<file path="config.mk">
export PLATFORM = sky130hd
export DESIGN_NAME = l1_sram_port_ctrl
export DESIGN_NICKNAME = d
export VERILOG_FILES = /design/src/rtl/l1_sram_pkg.sv /design/src/rtl/l1_rsp_fifo.sv /design/src/rtl/l1_sram_port_ctrl.sv
export SDC_FILE = /design/constraint.sdc
export NUM_CORES = 1
export LEC_CHECK = 0
export ABC_AREA = 1
export BUFFER_PORTS_ARGS = -buffer_cell sky130_fd_sc_hd__buf_2
export CORE_AREA = 3 3 228 230
export CTS_BUF_LIST = sky130_fd_sc_hd__clkbuf_8
export CTS_CLUSTER_DIAMETER = 60
export DETAILED_ROUTE_END_ITERATION = 6
export DIE_AREA = 0 0 231 233
export PLACE_DENSITY = 0.58
export SETUP_SLACK_MARGIN = 0.15
export SYNTH_ARGS = -nofsm -noshare
export SYNTH_HDL_FRONTEND = slang
export SYNTH_SLANG_ARGS = --single-unit
</file>
<file path="constraint.sdc">
create_clock -name clk -period 21.4 [get_ports clk]
set_clock_uncertainty 0.15 [all_clocks]
set_input_delay 4.28 -clock clk [delete_from_list [all_inputs] [get_ports clk]]
set_output_delay 4.28 -clock clk [all_outputs]
set_load 0.05 [all_outputs]
</file>
<file path="src/rtl/l1_sram_pkg.sv">
// Shared defaults and response record for the L1 SRAM port controller.
package l1_sram_pkg;

  localparam int L1_ADDR_WIDTH = 8;
  localparam int L1_DATA_WIDTH = 128;
  localparam int L1_NUM_WMASKS = L1_DATA_WIDTH / 8;
  localparam int L1_TAG_WIDTH  = 4;

  // Outstanding reads allowed between the SRAM read port and the consumer.
  localparam int L1_RSP_CREDITS = 2;

  typedef struct packed {
    logic [L1_DATA_WIDTH-1:0] data;
    logic [L1_TAG_WIDTH-1:0]  tag;
  } rsp_t;

endpackage

</file>
<file path="src/rtl/l1_rsp_fifo.sv">
// Two-entry response FIFO between the SRAM read capture and the consumer.
// Latency: push visible at head the cycle after the push edge; push+pop same cycle allowed.
// Backpressure: push is dropped when full without a pop; callers reserve space up front.
module l1_rsp_fifo #(
  parameter int WIDTH = 132
) (
  input  logic             clk,
  input  logic             rst,
  input  logic             push,
  input  logic [WIDTH-1:0] push_data,
  input  logic             pop,
  output logic [WIDTH-1:0] head_data,
  output logic             head_valid,
  output logic [1:0]       count
);

  logic [WIDTH-1:0] mem [2];
  logic             rd_ptr;
  logic             wr_ptr;
  logic             do_push;
  logic             do_pop;

  assign do_pop  = pop & (count != 2'd0);
  assign do_push = push & ((count != 2'd2) | do_pop);

  always_ff @(posedge clk or posedge rst) begin
    if (rst) begin
      mem[0] <= '0;
      mem[1] <= '0;
      rd_ptr <= 1'b0;
      wr_ptr <= 1'b0;
      count  <= 2'd0;
    end else begin
      if (do_push) begin
        mem[wr_ptr] <= push_data;
        wr_ptr      <= ~wr_ptr;
      end
      if (do_pop) begin
        rd_ptr <= ~rd_ptr;
      end
      count <= count + {1'b0, do_push} - {1'b0, do_pop};
    end
  end

  assign head_data  = mem[rd_ptr];
  assign head_valid = (count != 2'd0);

endmodule

</file>
<file path="src/rtl/l1_sram_port_ctrl.sv">
// Valid/ready front end for a 1W/1R SRAM macro with tagged, in-order read responses.
// Latency: read data captured one cycle after read fire, visible on rsp_* the cycle after.
// Backpressure: rd_ready drops when two reads are owed or on a same-address write; wr_ready is high out of reset.
module l1_sram_port_ctrl
  import l1_sram_pkg::*;
#(
  parameter int ADDR_WIDTH = L1_ADDR_WIDTH,
  parameter int DATA_WIDTH = L1_DATA_WIDTH,
  parameter int NUM_WMASKS = L1_NUM_WMASKS,
  parameter int TAG_WIDTH  = L1_TAG_WIDTH
) (
  input  logic                  clk,
  input  logic                  rst,

  input  logic                  wr_valid,
  output logic                  wr_ready,
  input  logic [ADDR_WIDTH-1:0] wr_addr,
  input  logic [DATA_WIDTH-1:0] wr_data,
  input  logic [NUM_WMASKS-1:0] wr_mask,

  input  logic                  rd_valid,
  output logic                  rd_ready,
  input  logic [ADDR_WIDTH-1:0] rd_addr,
  input  logic [TAG_WIDTH-1:0]  rd_tag,

  output logic                  rsp_valid,
  input  logic                  rsp_ready,
  output logic [DATA_WIDTH-1:0] rsp_data,
  output logic [TAG_WIDTH-1:0]  rsp_tag,

  output logic                  sram_clk0,
  output logic                  sram_csb0,
  output logic [NUM_WMASKS-1:0] sram_wmask0,
  output logic [ADDR_WIDTH-1:0] sram_addr0,
  output logic [DATA_WIDTH-1:0] sram_din0,

  output logic                  sram_clk1,
  output logic                  sram_csb1,
  output logic [ADDR_WIDTH-1:0] sram_addr1,
  input  logic [DATA_WIDTH-1:0] sram_dout1
);

  localparam int RSP_W = DATA_WIDTH + TAG_WIDTH;

  logic                 wr_fire;
  logic                 wr_en;
  logic                 rd_fire;
  logic                 rsp_fire;
  logic                 addr_conflict;
  logic                 credit_ok;
  logic [1:0]           credits_used;
  logic                 rd_inflight;
  logic [TAG_WIDTH-1:0] inflight_tag;
  logic [1:0]           fifo_count;
  logic [RSP_W-1:0]     fifo_head;

  assign sram_clk0 = clk;
  assign sram_clk1 = clk;

  assign wr_ready = ~rst;
  assign wr_fire  = wr_valid & wr_ready;
  assign wr_en    = wr_fire & (|wr_mask);

  // The macro gives undefined read data when both ports hit one word; hold the read back.
  assign addr_conflict = wr_en & (wr_addr == rd_addr);

  // A pop this cycle frees its slot before the new read's data lands two edges later,
  // which is what lets back-to-back reads stream at full rate.
  assign rsp_fire     = rsp_valid & rsp_ready;
  assign credits_used = {1'b0, rd_inflight} + fifo_count - {1'b0, rsp_fire};
  assign credit_ok    = (credits_used < 2'(L1_RSP_CREDITS));

  assign rd_ready = ~rst & credit_ok & ~addr_conflict;
  assign rd_fire  = rd_valid & rd_ready;

  assign sram_csb0   = ~wr_en;
  assign sram_wmask0 = wr_mask;
  assign sram_addr0  = wr_addr;
  assign sram_din0   = wr_data;

  assign sram_csb1  = ~rd_fire;
  assign sram_addr1 = rd_addr;

  always_ff @(posedge clk or posedge rst) begin
    if (rst) begin
      rd_inflight  <= 1'b0;
      inflight_tag <= '0;
    end else begin
      rd_inflight <= rd_fire;
      if (rd_fire) begin
        inflight_tag <= rd_tag;
      end
    end
  end

  l1_rsp_fifo #(
    .WIDTH (RSP_W)
  ) u_rsp_fifo (
    .clk        (clk),
    .rst        (rst),
    .push       (rd_inflight),
    .push_data  ({sram_dout1, inflight_tag}),
    .pop        (rsp_fire),
    .head_data  (fifo_head),
    .head_valid (rsp_valid),
    .count      (fifo_count)
  );

  assign {rsp_data, rsp_tag} = fifo_head;

endmodule

</file>
==> impl_metrics.toml <==
[yosys]
synth_ff_type = "dfrtp_1"
async_flop_share_pct = 100.0
synth_edf_count = 0
mappedNetlistNets = 1985
syn_area_per_cell_um2 = 8.200
synth.distinct_cells = 21
ys_warn_count = 0
syn_inst = 1686
ys_seq_area_share_pct = 49.42
synth-seq-cells = 273
syn-cell-area_mm2 = 0.01382

[route]
drc = 0
routed_wl_um = 38650
drt_pass1_iterations = 5
viasPerCell = 4.271
drtIter0Drc = 583
num_vias = 10870
routedWlPerCell_um = 15.19
antenna_left = 0

[timing]
fin_ws_ns = 5.833
slew_headroom_pct = 32.39
hold_viol_final = 0
tns_ns = 0
rsz0062_at_grt = "no"
drv_slew = 0
worstMarginPinSlew_ns = 1.014
hold_ws_ns = 0.3272
finalSetupViolCount = 0

[layout]
fin_nets = 2138
final_common_cell = "nand2_1"
final_cell_mix = "nand2_1, buf_2, dfrtp_1"
drive_gt1_share_pct = 29.13
final_area_mm2 = 0.01563
area_growth_pct = 13.03

[setup_path]
r2r_slack_ns = 17.62
crit_path_max_fanout = 2
cp_slowest_cell = "buf_2"
cp.arrival_ns = 11.14
critPathKind = "clock port to output pin"
crit_top_cell = "clkbuf_8"
path_cells = "clkbuf_8, clkbuf_8, buf_2"
cpLargestDelayFamily = "buffers and inverters"
slowest_delay_ns = 0.20
crit_required_ns = 16.97
worstSetupEndpointType = "output pin"
crit_buf_inv = 3
critPathLaunchType = "clock port"

[pwr]
power_density_mw_per_mm2 = 179.3
peakVddDrop_mv = 0.09489
power_w = 0.002802
leakage_nw = 8.855

[die]
ioPinCount = 596
dieHeight_um = 233
die_area_mm2 = 0.05382
start_util_pct = 27.61
core-area_mm2 = 0.05007
std_cell_rows = 82
die_w_um = 231

[clock_tree]
cts_resized = 0
postCtsSetupRepairBufs = 0
clock_latency_ns = 0.68
path_clk_slew_ns = 0.06
cts_tree = "yes"
cts_hold_buf = 0

[placed_design]
place_area_mm2 = 0.01469
dp_slack_ns = 6.082
post-dp-hpwl_um = 26590
io_buffers = 339
place_congestion = 0.8036

[global_route]
grt-ovfl-total = 0
track_usage_pct = 14.21
grt_pass1_vias = 10770
antenna_found_initial = 2
grt_pass1_wl_um = 59840
grt_max_degree = 99

[min_path]
hold_class = "register to register"

[run]
maxCapViolations = 0

[run_status]
status = "finished, final reports clean"
==> worst paths after layout <==
kind                                                      start                               to  cells after the start
worst max-delay path                                        clk                        sram_clk1                      3
worst min-delay path            u_rsp_fifo.mem[261]$_DFFE_PP0P_  u_rsp_fifo.mem[261]$_DFFE_PP0P_                      2
worst max register to register    u_rsp_fifo.count[1]$_DFF_PP0_  u_rsp_fifo.mem[158]$_DFFE_PP0P_                     10
worst min register to register  u_rsp_fifo.mem[261]$_DFFE_PP0P_  u_rsp_fifo.mem[261]$_DFFE_PP0P_                      2
max in group asynchronous                                   rst   u_rsp_fifo.mem[99]$_DFFE_PP0P_                      4
min in group asynchronous                                   rst   u_rsp_fifo.mem[38]$_DFFE_PP0P_                      2
==> metal layers <==
metal  global-route usage [%]  vias to the layer above  routed length (um)
li1                         -                     5308                   -
met5                        0                        -                   0
met1                    16.03                     5046               15020
met3                    5.509                       89                3670
met4                    7.147                        0                1730
met2                    23.49                      427               18230
==> flip-flops by register name, summed over array words and instances (netlist names) <==
signal	cells
u_rsp_fifo.mem	264
inflight_tag	4
u_rsp_fifo.count	2
rd_inflight	1
u_rsp_fifo.rd_ptr	1
u_rsp_fifo.wr_ptr	1
==> worst register-to-register path, delay by kind of cell (launching register included) <==
family	cells	cell delay [ns]
AOI/OAI and AO/OA	1	0.09
and+or+nand+nor	6	1.27
buffers and inverters	3	1.79
DFF	1	0.41
==> cell type report <==
type	count	area, um2
Timing Repair Buffer	349	1777
Inverter	158	603.1
Multi-Input combinational cell	1005	4626
Fill cell	5408	34440
Sequential cell	273	6835
Clock inverter	24	103.9
Antenna cell	2	5.005
Clock buffer	62	835.8
Tap cell	672	840.8
==> cell usage after synthesis, types with 4 or more instances <==
cell	count	share of area (%)
clkbuf_1	38	1.0
nor2_1	20	0.54
buf_2	16	0.58
nand2_1	705	19
o21ai_2	123	7.8
buf_1	5	0.14
o21ai_1	9	0.33
inv_1	157	4.3
nand4_1	4	0.18
buf_6	29	2.4
o21ai_0	133	4.8
buf_4	162	8.8
dfrtp_1	273	49
==> metrics by stage <==
step | util (%) | std cells
2_1_floorplan | - | 1686
3_3_place_gp | 29.34 | 2459
3_5_place_dp | 29.34 | 2459
4_1_cts | 31.20 | 2543
5_1_grt | 31.20 | 2543
6_report | 31.21 | 2545
==> report_power, final <==
part           leakage [nW]  internal, W  total [W]  switching (W)
Clock                 0.555     0.000253   0.000480       0.000226
Combinational          4.86     0.000342    0.00145        0.00111
Sequential             3.44     0.000750   0.000875       0.000125
==> logic make-up after synthesis <==
family / after synthesis / synth area share, %
AND/OR/NAND/NOR: 735 / 20.11
buffers and inverters: 408 / 17.20
flip-flops: 273 / 49.42
AO/OA/AOI/OAI: 266 / 12.97
XOR/XNOR: 2 / 0.1267
adder cells (fa/ha/maj): 2 / 0.1810
(Power assumes the default switching activity.)
